<file path="src/rtl/hazard_pkg.sv">
// Shared types for the pipeline stall controller: state encoding, control-output
// bundles (including the value forced while in reset) and legal parameter ranges.
package hazard_pkg;

  typedef enum logic [1:0] {
    RUN   = 2'd0,
    FLUSH = 2'd1,
    BUSY  = 2'd2
  } state_e;

  typedef struct packed {
    logic pc_write;
    logic if_id_write;
    logic if_id_flush;
    logic id_ex_flush;
    logic ex_stall;
  } ctl_t;

  localparam ctl_t CTL_RESET     = '{1'b0, 1'b0, 1'b1, 1'b1, 1'b0};
  localparam ctl_t CTL_RUN       = '{1'b1, 1'b1, 1'b0, 1'b0, 1'b0};
  localparam ctl_t CTL_FLUSH_REQ = '{1'b1, 1'b1, 1'b1, 1'b1, 1'b0};
  localparam ctl_t CTL_FLUSH     = '{1'b1, 1'b1, 1'b1, 1'b0, 1'b0};
  localparam ctl_t CTL_STALL     = '{1'b0, 1'b0, 1'b0, 1'b1, 1'b0};
  localparam ctl_t CTL_BUSY      = '{1'b0, 1'b0, 1'b0, 1'b0, 1'b1};

  localparam int FLUSH_CYCLES_MIN   = 1;
  localparam int FLUSH_CYCLES_MAX   = 4;
  localparam int MAX_LOAD_STALL_MIN = 1;
  localparam int MAX_LOAD_STALL_MAX = 7;
  localparam int BUSY_TIMEOUT_MIN   = 2;
  localparam int BUSY_TIMEOUT_MAX   = 255;

  function automatic int clamp_param(input int v, input int lo, input int hi);
    if (v < lo) return lo;
    if (v > hi) return hi;
    return v;
  endfunction

  function automatic int cnt_width(input int max_val);
    return $clog2(max_val) + 1;
  endfunction

endpackage

</file>
<file path="src/rtl/sat_counter.sv">
// Up-counter that clears on request and holds once it reaches MAX.
module sat_counter #(
  parameter int               WIDTH = 8,
  parameter logic [WIDTH-1:0] MAX   = '1
) (
  input  logic             clk,
  input  logic             rst_n,
  input  logic             clear_i,
  input  logic             inc_i,
  output logic [WIDTH-1:0] count_o,
  output logic             sat_o
);

  logic [WIDTH-1:0] count_q;

  assign sat_o   = (count_q == MAX);
  assign count_o = count_q;

  always_ff @(posedge clk or negedge rst_n) begin
    if (!rst_n) begin
      count_q <= '0;
    end else if (clear_i) begin
      count_q <= '0;
    end else if (inc_i && !sat_o) begin
      count_q <= count_q + 1'b1;
    end
  end

endmodule

</file>
<file path="src/rtl/pipeline_stall_controller.sv">
// Sequences PC / IF-ID / ID-EX / EX enables from hazard requests and long-op handshake.
// Define HAZARD_STATS_EN to populate the load-stall, flush and busy-cycle statistics.
module pipeline_stall_controller
  import hazard_pkg::*;
#(
  parameter int FLUSH_CYCLES   = 1,
  parameter int MAX_LOAD_STALL = 1,
  parameter int BUSY_TIMEOUT   = 64
) (
  input  logic        clk,
  input  logic        rst_n,
  input  logic        stallReq,
  input  logic        flushReq,
  input  logic        longOpStart,
  input  logic        longOpDone,
  output logic        pcWrite,
  output logic        ifIdWrite,
  output logic        ifIdFlush,
  output logic        idExFlush,
  output logic        exStall,
  output logic        stallErr,
  output logic        busyErr,
  output logic [31:0] loadStallCount,
  output logic [31:0] flushCount,
  output logic [31:0] busyCycleCount
);

  localparam int FC  = clamp_param(FLUSH_CYCLES, FLUSH_CYCLES_MIN, FLUSH_CYCLES_MAX);
  localparam int MLS = clamp_param(MAX_LOAD_STALL, MAX_LOAD_STALL_MIN, MAX_LOAD_STALL_MAX);
  localparam int BT  = clamp_param(BUSY_TIMEOUT, BUSY_TIMEOUT_MIN, BUSY_TIMEOUT_MAX);
  // The flush counter counts FLUSH-state cycles already spent; the last one is FC-2.
  localparam int FLUSH_LAST = (FC > 1) ? FC - 2 : 0;
  localparam int FW = cnt_width(FC);
  localparam int SW = cnt_width(MLS);
  localparam int BW = cnt_width(BT);

  state_e state_q, state_d;
  logic   pend_q, pend_d;
  logic   stall_err_q, stall_err_d;
  logic   busy_err_q, busy_err_d;
  ctl_t   ctl, ctl_out;

  logic          stall_inc, stall_sat;
  logic          flush_clr, flush_inc, flush_last;
  logic          busy_clr, busy_inc, busy_sat;
  logic          do_flush;
  logic [SW-1:0] stall_cnt;
  logic [FW-1:0] flush_cnt;
  logic [BW-1:0] busy_cnt;
  logic          unused_cnt;

  sat_counter #(.WIDTH(SW), .MAX(SW'(MLS))) u_stall_cnt (
    .clk(clk), .rst_n(rst_n), .clear_i(!stallReq), .inc_i(stall_inc),
    .count_o(stall_cnt), .sat_o(stall_sat)
  );

  sat_counter #(.WIDTH(FW), .MAX(FW'(FLUSH_LAST))) u_flush_cnt (
    .clk(clk), .rst_n(rst_n), .clear_i(flush_clr), .inc_i(flush_inc),
    .count_o(flush_cnt), .sat_o(flush_last)
  );

  sat_counter #(.WIDTH(BW), .MAX(BW'(BT))) u_busy_cnt (
    .clk(clk), .rst_n(rst_n), .clear_i(busy_clr), .inc_i(busy_inc),
    .count_o(busy_cnt), .sat_o(busy_sat)
  );

  assign unused_cnt = ^{stall_cnt, flush_cnt, busy_cnt};

  always_comb begin
    ctl         = CTL_RUN;
    state_d     = state_q;
    pend_d      = pend_q;
    stall_err_d = stall_err_q;
    busy_err_d  = busy_err_q;
    stall_inc   = 1'b0;
    flush_clr   = 1'b0;
    flush_inc   = 1'b0;
    busy_clr    = 1'b0;
    busy_inc    = 1'b0;
    do_flush    = 1'b0;

    unique case (state_q)
      RUN: begin
        if (flushReq) begin
          do_flush = 1'b1;
        end else if (longOpStart) begin
          // A done in the start cycle is a zero-wait op: never enter BUSY.
          if (!longOpDone) begin
            state_d  = BUSY;
            busy_clr = 1'b1;
          end
        end else if (stallReq) begin
          if (stall_sat) begin
            stall_err_d = 1'b1;
          end else begin
            ctl       = CTL_STALL;
            stall_inc = 1'b1;
          end
        end
      end
      FLUSH: begin
        ctl = CTL_FLUSH;
        if (flushReq) begin
          flush_clr = 1'b1;
        end else if (flush_last) begin
          state_d = RUN;
        end else begin
          flush_inc = 1'b1;
        end
      end
      BUSY: begin
        if (longOpDone || busy_sat) begin
          state_d  = RUN;
          pend_d   = 1'b0;
          do_flush = pend_q || flushReq;
          if (!longOpDone) busy_err_d = 1'b1;
        end else begin
          ctl      = CTL_BUSY;
          busy_inc = 1'b1;
          if (flushReq) pend_d = 1'b1;
        end
      end
      default: state_d = RUN;
    endcase

    if (do_flush) begin
      ctl       = CTL_FLUSH_REQ;
      flush_clr = 1'b1;
      state_d   = (FC > 1) ? FLUSH : RUN;
    end
  end

  always_ff @(posedge clk or negedge rst_n) begin
    if (!rst_n) begin
      state_q     <= RUN;
      pend_q      <= 1'b0;
      stall_err_q <= 1'b0;
      busy_err_q  <= 1'b0;
    end else begin
      state_q     <= state_d;
      pend_q      <= pend_d;
      stall_err_q <= stall_err_d;
      busy_err_q  <= busy_err_d;
    end
  end

  assign ctl_out   = rst_n ? ctl : CTL_RESET;
  assign pcWrite   = ctl_out.pc_write;
  assign ifIdWrite = ctl_out.if_id_write;
  assign ifIdFlush = ctl_out.if_id_flush;
  assign idExFlush = ctl_out.id_ex_flush;
  assign exStall   = ctl_out.ex_stall;
  assign stallErr  = stall_err_q;
  assign busyErr   = busy_err_q;

`ifdef HAZARD_STATS_EN
  logic stat_sat_load, stat_sat_flush, stat_sat_busy;
  logic unused_stat_sat;

  sat_counter #(.WIDTH(32)) u_stat_load (
    .clk(clk), .rst_n(rst_n), .clear_i(1'b0), .inc_i(stall_inc),
    .count_o(loadStallCount), .sat_o(stat_sat_load)
  );

  sat_counter #(.WIDTH(32)) u_stat_flush (
    .clk(clk), .rst_n(rst_n), .clear_i(1'b0), .inc_i(ctl.if_id_flush),
    .count_o(flushCount), .sat_o(stat_sat_flush)
  );

  sat_counter #(.WIDTH(32)) u_stat_busy (
    .clk(clk), .rst_n(rst_n), .clear_i(1'b0), .inc_i(busy_inc),
    .count_o(busyCycleCount), .sat_o(stat_sat_busy)
  );

  assign unused_stat_sat = stat_sat_load ^ stat_sat_flush ^ stat_sat_busy;
`else
  assign loadStallCount = '0;
  assign flushCount     = '0;
  assign busyCycleCount = '0;
`endif

endmodule

</file>
<file path="config.mk">
export PLATFORM = sky130hd
export DESIGN_NAME = pipeline_stall_controller
export DESIGN_NICKNAME = d
export VERILOG_FILES = /design/src/rtl/hazard_pkg.sv /design/src/rtl/sat_counter.sv /design/src/rtl/pipeline_stall_controller.sv
export SDC_FILE = /design/constraint.sdc
export NUM_CORES = 1
export LEC_CHECK = 0
export CORE_ASPECT_RATIO = 1.4
export CORE_MARGIN = 4
export CORE_UTILIZATION = 34
export CTS_CLUSTER_DIAMETER = 200
export CTS_CLUSTER_SIZE = 16
export DETAILED_ROUTE_END_ITERATION = 16
export GPL_TIMING_DRIVEN = 1
export PLACE_DENSITY = 0.82
export SYNTH_ARGS = -nofsm -noshare
export SYNTH_HDL_FRONTEND = slang
export SYNTH_SLANG_ARGS = --single-unit
</file>
<file path="constraint.sdc">
create_clock -name clk -period 2.2 [get_ports clk]
set_input_delay 0.33 -clock clk [delete_from_list [all_inputs] [get_ports clk]]
set_output_delay 0.33 -clock clk [all_outputs]
set_load 0.01 [all_outputs]
</file>
==> run summary <==
Crit Path Class - input port to primary output
1st-pass router iterations - 2
Worst Hold Class - register to register
final hold violation count - 0
sw frac - 34.97%
CTS tree - built
antenna violations before repair - 0
I/O pin cnt - 109
vias in the first global route - 733
DRT antenna net count - 0
DRT Wirelength - 2151 um
largest net degree at the start of global routing - 15
drt wl/cell - 9.272 um
latest clock arrival within the worst-skew pair - 250 ps
hold path cells - 1
DR vias - 851
hold endpoint - stallErr
R2R Path Start - u_busy_cnt.count_o[3]
# setup viols final - 0
clk sink count - 12
DRC violations left - 0
clock tree buffer depth - 2
DR vias/cell - 3.668
H-tree depth - 1
leakage power - 0.7863 nW
clock power share - 30.3%
synth unique cells - 29
GPL Wtd Cong - 0.9001
port bufs - 12
GR Util All Layers - 7.788%
Finished Layout Cells - 232
# nets final - 198
r2r worst-path depth - 4
Yosys warning count - 0
Die X-Extent - 61.94 um
# fillers - 398
clock root cell - clkbuf_8
post-synthesis sequential area ratio - 21.68%
TritonCTS Buffers - 3
Synth Instances - 163
diode count - 0
Psw - 0.2843 mW
die area - 5173 um^2
Rows - 27
startpoint types - input port
Avg Inst Size Synth - 8.497 um^2
maximum VDD drop - 0.0004191 V
initial drt markers - 21
DPL Wire Length - 1845 um
power per cell area - 598.4 nW/um^2
Vert. Die Dim - 83.52 um
Tcrit/Tclk final - 99.25%
Comb pwr share - 35.8%
Int Pwr - 0.5287 mW
Layout area overhead - -1.897%
FF-to-FF setup slack - 440 ps
critical path peak fanout - 2
Final min period - 2183 ps
RR Endpoint - u_busy_cnt.count_o[1]
Cell Count Post-Placement - 227
placed cell area - 1272 um^2
Design Area, Final - 1359 um^2
status - completed
critical path required time - 1870 ps
total grt overflow - 0
RSZ-0062 raised after global routing - yes
global-route wire length before repair - 3132 um
clk_skew - 2.661 ps
Mapped Area - 1385 um^2
starting density of the core - 35.34%
Critical Path AT - 1850 ps
max-slew violations - 0
clk slew on worst S/H paths - 50 ps
beginning of the worst hold path - stallErr
Seq pwr share - 33.9%
share of cells above drive strength 1 - 13.76%
f_max - 0.4580 GHz
Max-Cap Viols - 0
number of register bits inferred by synthesis - 12
critical path endpoint category - primary output
Core ar. - 3919 um^2
## kinds of logic (layout without fill, tap and decap cells)
kind of cell,Yosys count,count (layout),share of synthesized area [%]
AOI/OAI and AO/OA,17,17,7.769
adders and majority gates,2,2,1.806
buffers and inverters,101,32,53.75
DFF,12,12,21.68
muxes,5,5,3.704
other,1,96,0.2707
and+or+nand+nor,25,25,11.02
## state kept, by name, summed over array words and instances, names as in the netlist
name	flops
busyErr	1
pend_q	1
u_stall_cnt.count_o	1
u_busy_cnt.count_o	7
state_q	1
stallErr	1
## repair_timing
| item | CTS | global route |
|---|---|---|
| hold buffers | 0 | 0 |
| buffers inserted | 1 | 0 |
| setup endpoints to repair | 5 | 5 |
| pin swaps | 1 | 0 |
| resized for setup | 10 | 7 |
## cells in the final DEF (no fill, tap or decap)
| master | n |
|---|---|
| o21a_1 | 1 |
| nand4_1 | 2 |
| o211a_1 | 1 |
| nand2_1 | 6 |
| dlymetal6s2s_1 | 1 |
| or4_4 | 1 |
| and2_1 | 1 |
| o21ai_4 | 1 |
| conb_1 | 96 |
| nand2b_1 | 1 |
| buf_4 | 13 |
| nor2b_1 | 1 |
| nand3_1 | 2 |
| and4b_1 | 1 |
| dfrtp_1 | 12 |
| nor4b_1 | 1 |
| nor2_1 | 3 |
| mux2_1 | 1 |
| or4b_4 | 1 |
| mux2i_1 | 4 |
| a21oi_2 | 1 |
| or4b_1 | 1 |
| a21oi_1 | 5 |
| clkbuf_8 | 4 |
| or3_1 | 2 |
| nor4bb_4 | 1 |
| o21ai_2 | 1 |
| nor3_1 | 1 |
| dlygate4sd2_1 | 2 |
| o21bai_1 | 3 |
| inv_1 | 3 |
| a31o_2 | 1 |
| clkbuf_2 | 2 |
| clkdlybuf4s50_1 | 7 |
| o21ai_0 | 3 |
| ha_1 | 2 |
## power by group through the flow
| stage | Combinational [mW] | Sequential (mW) | Clock, mW |
|---|---|---|---|
| 2_1_floorplan | 0.288 | 0.288 | 0 |
| 3_3_place_gp | 0.270 | 0.273 | 0 |
| 3_5_place_dp | 0.277 | 0.276 | 0 |
| 4_1_cts | 0.285 | 0.276 | 0.251 |
| 5_1_grt | 0.326 | 0.281 | 0.259 |
| 6_report | 0.291 | 0.276 | 0.246 |
## per-stage QoR
| stage | util, % | TNS, ps | hold slack [ps] | power [mW] | worst slack, ps |
|---|---|---|---|---|---|
| 6_report | 34.67 | 0 | 478.7 | 0.8131 | 16.55 |
| 5_1_grt | 34.67 | -52.48 | 528.7 | 0.8663 | -27.46 |
| 4_1_cts | 34.61 | 0 | 473.1 | 0.8117 | 24.60 |
| 3_5_place_dp | 32.47 | -918.8 | 473.1 | 0.5537 | -308.5 |
| 3_3_place_gp | 32.47 | -819.3 | 475.2 | 0.5433 | -281.0 |
| 2_1_floorplan | - | 0 | 34.41 | 0.5755 | 412.4 |
## worst max path at each step
stage / startpoint / end / cells past startpoint
after floorplan: state_q[1] / pcWrite / 5
after global placement: flushReq / idExFlush / 5
after detailed placement: flushReq / idExFlush / 5
after CTS: u_busy_cnt.count_o[1] / exStall / 6
after global routing: flushReq / ifIdWrite / 6
final: flushReq / ifIdWrite / 6
## synthesized netlist by cell type
cell | n | area share (%)
nor4b_1 | 1 | 0.63
o21a_1 | 1 | 0.54
nor4bb_1 | 1 | 0.72
dfrtp_1 | 12 | 22
and2_1 | 1 | 0.45
nand3_1 | 2 | 0.72
mux2i_1 | 4 | 2.9
nor2_1 | 3 | 0.81
nor3_1 | 1 | 0.36
o21bai_1 | 3 | 1.6
nand4_1 | 2 | 0.90
inv_1 | 3 | 0.81
a21oi_1 | 6 | 2.2
and4b_1 | 1 | 0.72
o21ai_0 | 4 | 1.4
mux2_1 | 1 | 0.81
conb_1 | 1 | 0.27
nor2b_1 | 1 | 0.45
or4b_1 | 2 | 1.4
or4_4 | 1 | 0.81
a31o_2 | 1 | 0.63
buf_4 | 97 | 53
or3_1 | 2 | 0.90
o21ai_2 | 1 | 0.63
buf_2 | 1 | 0.36
o211a_1 | 1 | 0.72
nand2b_1 | 1 | 0.45
nand2_1 | 6 | 1.6
ha_1 | 2 | 1.8
## cell type report
class / instances / area (um^2) / share of cell area, %
repair buffers: 25 / 207.7 / 15.29
flip-flops and latches: 12 / 300.3 / 22.10
well taps: 43 / 53.80 / 3.959
clock buffers: 4 / 55.05 / 4.052
multi-input cells: 145 / 730.7 / 53.78
inverters: 3 / 11.26 / 0.8287
## worst max-delay path, cell delays in order
cell	delay, ps
clkdlybuf4s50_1	420
or4b_4	540
o21ai_4	140
buf_4	110
nor2_1	30
dlygate4sd2_1	280
## layer usage
layer | vias up | GRT usage [%] | part of all wire (%)
li1 | 390 | - | -
met1 | 384 | 8.144 | 30
met2 | 72 | 13.96 | 52
met3 | 5 | 0.9288 | 16
met4 | 0 | 4.247 | 2.2
met5 | - | 0 | 0
(Power assumes the default switching activity.)
